**config.mk**
```make
export PLATFORM = sky130hd
export DESIGN_NAME = bsg_fpu_classify_pipe
export DESIGN_NICKNAME = d
export VERILOG_FILES = /design/src/rtl/bsg_fpu_classify_pipe.sv
export SDC_FILE = /design/constraint.sdc
export NUM_CORES = 1
export LEC_CHECK = 0
export CAP_MARGIN = 20
export CORE_UTILIZATION = 47
export CTS_BUF_LIST = sky130_fd_sc_hd__clkbuf_8 sky130_fd_sc_hd__clkbuf_16
export DETAILED_ROUTE_END_ITERATION = 8
export PLACE_DENSITY = 0.78
export REMOVE_ABC_BUFFERS = 1
export SYNTH_ARGS = -nofsm -noshare
export SYNTH_HDL_FRONTEND = slang
export SYNTH_SLANG_ARGS = --single-unit
```
**constraint.sdc**
```tcl
create_clock -name clk_i -period 1.65 [get_ports clk_i]
set_clock_uncertainty 0.15 [all_clocks]
set_input_delay 0.2475 -clock clk_i [delete_from_list [all_inputs] [get_ports clk_i]]
set_output_delay 0.2475 -clock clk_i [all_outputs]
set_load 0.02 [all_outputs]
```
**src/rtl/bsg_fpu_classify_pipe.sv**
```systemverilog
// Two-stage pipelined multi-lane IEEE-754 classifier producing RISC-V FCLASS codes.
// Keeps a sticky OR of every delivered class for exception/debug reporting.
module bsg_fpu_classify_pipe #(
    parameter int e_p   = 5,
    parameter int m_p   = 10,
    parameter int els_p = 1
) (
    input  logic                             clk_i,
    input  logic                             reset_n_i,
    input  logic                             v_i,
    output logic                             ready_o,
    input  logic [els_p*(1+e_p+m_p)-1:0]     a_i,
    output logic                             v_o,
    output logic [els_p*10-1:0]              class_o,
    input  logic                             yumi_i,
    input  logic                             clear_i,
    output logic [9:0]                       class_seen_o
);

    localparam int width_lp = 1 + e_p + m_p;

    logic                        r_v0;
    logic                        r_v1;
    logic [els_p*width_lp-1:0]   r_s0;
    logic [els_p*10-1:0]         r_s1;
    logic [9:0]                  r_seen;

    logic                        w_s1_load;
    logic                        w_accept;
    logic [els_p*10-1:0]         w_class;
    logic [9:0]                  w_or;

    assign w_s1_load = r_v0 & (~r_v1 | yumi_i);
    assign ready_o   = ~r_v0 | ~r_v1 | yumi_i;
    assign w_accept  = v_i & ready_o;

    // Per-lane decode sits between S0 and S1
    for (genvar k = 0; k < els_p; k++) begin : g_lane
        logic [width_lp-1:0] w_op;
        logic                w_sign;
        logic [e_p-1:0]      w_exp;
        logic [m_p-1:0]      w_man;
        logic                w_exp_ones;
        logic                w_exp_zero;
        logic                w_man_zero;
        logic                w_quiet;
        logic [9:0]          w_cls;

        assign w_op       = r_s0[k*width_lp +: width_lp];
        assign w_sign     = w_op[width_lp-1];
        assign w_exp      = w_op[m_p +: e_p];
        assign w_man      = w_op[m_p-1:0];
        assign w_exp_ones = &w_exp;
        assign w_exp_zero = ~|w_exp;
        assign w_man_zero = ~|w_man;
        assign w_quiet    = w_man[m_p-1];

        always_comb begin
            w_cls = '0;
            unique case (1'b1)
                w_exp_ones & w_man_zero: begin
                    if (w_sign) w_cls[0] = 1'b1;
                    else        w_cls[7] = 1'b1;
                end
                w_exp_ones & ~w_man_zero & w_quiet: begin
                    w_cls[9] = 1'b1;
                end
                w_exp_ones & ~w_man_zero & ~w_quiet: begin
                    w_cls[8] = 1'b1;
                end
                w_exp_zero & w_man_zero: begin
                    if (w_sign) w_cls[3] = 1'b1;
                    else        w_cls[4] = 1'b1;
                end
                w_exp_zero & ~w_man_zero: begin
                    if (w_sign) w_cls[2] = 1'b1;
                    else        w_cls[5] = 1'b1;
                end
                ~w_exp_ones & ~w_exp_zero: begin
                    if (w_sign) w_cls[1] = 1'b1;
                    else        w_cls[6] = 1'b1;
                end
            endcase
        end

        assign w_class[k*10 +: 10] = w_cls;
    end

    always_comb begin
        w_or = '0;
        for (int k = 0; k < els_p; k++) begin
            w_or = w_or | r_s1[k*10 +: 10];
        end
    end

    always_ff @(posedge clk_i or negedge reset_n_i) begin
        if (!reset_n_i) begin
            r_v0 <= 1'b0;
            r_s0 <= '0;
        end else if (w_accept) begin
            r_v0 <= 1'b1;
            r_s0 <= a_i;
        end else if (w_s1_load) begin
            r_v0 <= 1'b0;
        end
    end

    always_ff @(posedge clk_i or negedge reset_n_i) begin
        if (!reset_n_i) begin
            r_v1 <= 1'b0;
            r_s1 <= '0;
        end else if (w_s1_load) begin
            r_v1 <= 1'b1;
            r_s1 <= w_class;
        end else if (yumi_i) begin
            r_v1 <= 1'b0;
        end
    end

    // Clear takes effect before the merge of a same-cycle beat
    always_ff @(posedge clk_i or negedge reset_n_i) begin
        if (!reset_n_i) begin
            r_seen <= '0;
        end else if (clear_i) begin
            r_seen <= yumi_i ? w_or : 10'd0;
        end else if (yumi_i) begin
            r_seen <= r_seen | w_or;
        end
    end

    assign v_o          = r_v1;
    assign class_o      = r_s1;
    assign class_seen_o = r_seen;

endmodule

```
=== Word level (Yosys, flattened, before mapping) ===
Cells that the tools add are included.

* Input bits: 21
* Bits in registers: 38
* Output and inout port bits: 22
* Word-level logic and storage cells: 48

* Reductions and logical operators: 8
* Bitwise gates (word level): 17
* Multiplexer cells: 18

{| class="wikitable"
|+ Operators with widths
! kind !! number
|-
| 10-bit 2-to-1 mux || 3
|-
| 1-bit 2-to-1 mux || 14
|-
| 10-bit bitwise OR || 1
|-
| 10-bit OR reduction || 1
|-
| 1-bit bitwise AND || 9
|-
| 2-bit nonzero test || 3
|-
| 5-bit AND reduction || 1
|-
| 5-bit OR reduction || 1
|-
| 1-bit NOT || 4
|-
| 1-bit bitwise OR || 3
|-
| 1-bit zero test || 2
|-
| 2-bit 2-to-1 mux || 1
|}

=== Logic depth before layout (Yosys ltp) ===
* Word-level depth: 5
* Depth in mapped cells: 4
* Depth with buffers taken out: 3

=== Least setup slack after synthesis ===
OpenSTA, ideal clock, no wires.

* Path type: register to register
* Start: register r_v1, in the netlist v_o
* End: register r_s0[10], in the netlist g_lane[0].w_op[10]
* Cell stages (with the launch flop): 5
* Data required time: 1375 ps
* Arrival: 1335 ps
* Setup time: 125 ps
* Path buffers: 1
* Path slack: 40 ps
* Period minus slack after synthesis: 1610 ps
* Cells stage by stage: dfrtp_1 -> nand3b_2 -> nand2_4 -> buf_12 -> mux2_4

* Word-level cells in the longest chain between the ends: 4

{| class="wikitable"
|+ RTL lines
! item !! RTL line !! text
|-
| from (decl) || 23 || <nowiki>logic r_v1;</nowiki>
|-
| from (signal assigned) || 110 || <nowiki>r_v1 <= 1'b0;</nowiki>
|-
| from (signal assigned) || 113 || <nowiki>r_v1 <= 1'b1;</nowiki>
|-
| from (signal assigned) || 116 || <nowiki>r_v1 <= 1'b0;</nowiki>
|-
| 1-bit NOT || 34 || <nowiki>assign ready_o = ~r_v0 | ~r_v1 | yumi_i;</nowiki>
|-
| 1-bit bitwise OR (2 in a row) || 34 ||
|-
| named net ready_o || 11 || <nowiki>output logic ready_o,</nowiki>
|-
| 1-bit bitwise AND || 35 || <nowiki>assign w_accept = v_i & ready_o;</nowiki>
|-
| to (signal assigned) || 102 || <nowiki>r_s0 <= a_i;</nowiki>
|-
| to (decl) || 24 || <nowiki>logic [els_p*width_lp-1:0] r_s0;</nowiki>
|}

The timed path passes the listed nets, and every way through them passes these cells.
A chain may end at the register's enable or synchronous reset.

=== Worst setup path after layout ===
* Start: input port yumi_i
* End: output port ready_o

* Word-level cells in the longest chain between the ends: 1

{| class="wikitable"
|+ RTL lines
! item !! RTL line !! text
|-
| from (decl) || 15 || <nowiki>input logic yumi_i,</nowiki>
|-
| 1-bit bitwise OR || 34 ||
|-
| to (decl) || 11 ||
|}

No other way between the ends.

==> results.cfg <==
[final_layout]
drive_gt1_frac = 0.2069
fillers = 234
layout_common_cells = dfrtp_1, clkdlybuf4s50_1
num_antenna_cells = 0
layout_commonest_cell = dfrtp_1
multiInputGateArea_um2 = 568.0
ff_latch_area_um2 = 950.9
final_cells = 218
final_net_count = 194
area_growth_pct = 41.05

[setup_path]
crit_slowest_cell = clkdlybuf4s50_1
rrSetupSlack_ps = 170
cp.required_ps = 1250
r2r_cells = 3
crit_buf_inv = 2
crit_fanout = 2
cp_cell_sequence = clkdlybuf4s50_1 -> nand3b_2 -> clkdlybuf4s15_1
slowest_delay_ps = 450
reg2reg_from = g_lane[0].w_op[1]
r2r-end = class_o[3]
cp-start-kind = input pin
end_kind = output port
crit_type = in2out
critPathTopFamily = buffers and inverters
cp.arrival_ps = 1240

[sta]
setup_viol = 0
fmax_mhz = 612.2
finalWorstSetupSlack_ps = 16.62
final.period_utilization = 0.9899
layout_min_cycle_time_ps = 1633
max_slew_margin = 0.7813
rsz0062_at_grt = no
drv_slew = 0
timing_hold_violations_final = 0
worst_slew_pin_slew_ps = 326.3

[min_path]
hp-class = in2async

[pwr]
ir_drop_uv = 583.5
power_density_nw_per_um2 = 985.5
p_leak_nw = 1.183

[placed_design]
dp_hpwl_mm = 2.328
pre_cts_ws_ps = -291.5
place_congestion = 0.8196
dp.cells = 210
port_buffers = 42

[route]
firstDrtPassIters = 3
drtIter0Drc = 41
antenna_left = 0
wl_per_cell_um = 14.39
vias_per_cell = 5.220
routed_wl_mm = 3.136
drc = 0
dr_total_vias = 1138

[floorplanning]
die_w_um = 59.96
die_h_um = 59.96
initial_utilization = 0.5048
die_area_um2 = 3595
ios = 43
num_rows = 20
core_area_um2 = 3128

[global_routing]
grt_remaining_overflow = 0
grt_pass1_wl_mm = 5.099
grt_pass1_vias = 1148
grt_antenna_before_repair = 0
grtUsageTotal = 0.2004
grt_max_degree = 39

[cts]
root_buffer = clkbuf_8
clock_latency_ps = 280
clk_pin_slew_worst_paths_ps = 70
cts_made_buffers = 5
htree_num_levels = 2
hold_buffers = 0
post_cts_buffers = 0
clkSinkCount = 38
clockBufferDepth = 2
cts_tree = done

[flow_run]
drv_cap = 0

[synthesis]
synth_seq_cells = 38
yosysSeqAreaShare = 0.6022
netlist_instances = 121
yosysUniqueCellTypes = 27
synth.avg_cell_area_um2 = 13.05
netlist_area_um2 = 1579
yosys_warnings = 0

[outcome]
status = finished clean
## power breakdown
group / switching (mW) / internal, mW / total (mW)
Clock: 0.298 / 0.421 / 0.719
Sequential: 0.0676 / 1.02 / 1.09
Combinational: 0.170 / 0.215 / 0.385
## metal layers
| layer | routed length, µm | track usage | vias to the layer above |
|---|---|---|---|
| met2 | 1649 | 0.3714 | 39 |
| li1 | - | - | 535 |
| met5 | 0 | 0 | - |
| met3 | 177 | 0.06710 | 5 |
| met1 | 1281 | 0.2170 | 559 |
| met4 | 27 | 0.04983 | 0 |
## stage by stage
step | TNS [ps] | total power, mW | hold slack [ps] | cell area (µm²) | util
6_report | 0 | 2.195 | 186.3 | 2227 | 0.7120
3_3_place_gp | -5757 | 1.489 | 346.1 | 2097 | 0.6704
2_1_floorplan | 0 | 1.299 | -198.1 | 1551 | -
3_5_place_dp | -5882 | 1.509 | 352.2 | 2097 | 0.6704
4_1_cts | 0 | 2.224 | 193.9 | 2202 | 0.7040
5_1_grt | 0 | 2.309 | 202.0 | 2227 | 0.7120
## final cells by class
type                       instances  share of cell area
sequential                        38              0.4270
tap                               44             0.02472
clock buffer                       8             0.04944
multi-input combinational         69              0.2551
inverter                          11             0.01854
timing repair buffer              48              0.2253
## flip-flops by register name, summed over array words and instances, names as in the netlist
signal,count
class_o,10
r_v0,1
g_lane.w_op,16
v_o,1
class_seen_o,10
## cell usage after synthesis (all sizes together)
| cell type | n | area share |
|---|---|---|
| nand4 | 1 | 0.0040 |
| a32o | 8 | 0.051 |
| nor4 | 2 | 0.012 |
| mux2 | 16 | 0.14 |
| dfrtp | 38 | 0.60 |
| and3 | 3 | 0.012 |
| nor2 | 3 | 0.0071 |
| o2bb2ai | 1 | 0.0055 |
| clkbuf | 1 | 0.0024 |
| inv | 11 | 0.026 |
| nand3 | 2 | 0.0063 |
| nand2b | 3 | 0.013 |
| nand3b | 1 | 0.0071 |
| nor3 | 1 | 0.0063 |
| o41ai | 1 | 0.0055 |
| and2b | 1 | 0.0048 |
| and4 | 1 | 0.0055 |
| o21ai | 11 | 0.035 |
| nand2 | 13 | 0.037 |
| nor2b | 1 | 0.0040 |
| buf | 2 | 0.015 |
## repair_timing
action | in CTS | in global routing
gates resized for setup | 14 | 10
pin swaps | 0 | 0
endpoints found under the setup margin | 13 | 10
cloned | 0 | 0
## worst register-to-register path, delay by kind of cell, from the launching register on
| family | cells | cell delay (ps) |
|---|---|---|
| simple gates | 2 | 690 |
| flops | 1 | 390 |
| compound gates | 1 | 190 |
## kinds of logic (layout without fill, tap and decap cells)
logic type | count (synthesis) | after routing | synth area share
simple gates | 32 | 32 | 0.1197
compound gates | 21 | 21 | 0.09667
buf+inv | 14 | 67 | 0.04358
flops | 38 | 38 | 0.6022
mux | 16 | 16 | 0.1379
## worst max-delay path by stage
| stage | start | to | cells past startpoint |
|---|---|---|---|
| floorplan | v_o | g_lane[0].w_op[0] | 3 |
| global placement | yumi_i | g_lane[0].w_op[13] | 5 |
| detailed placement | yumi_i | g_lane[0].w_op[1] | 5 |
| CTS | class_seen_o[9] | class_seen_o[9] | 1 |
| global route | yumi_i | ready_o | 3 |
| finish | yumi_i | ready_o | 3 |
(Power assumes the default switching activity.)
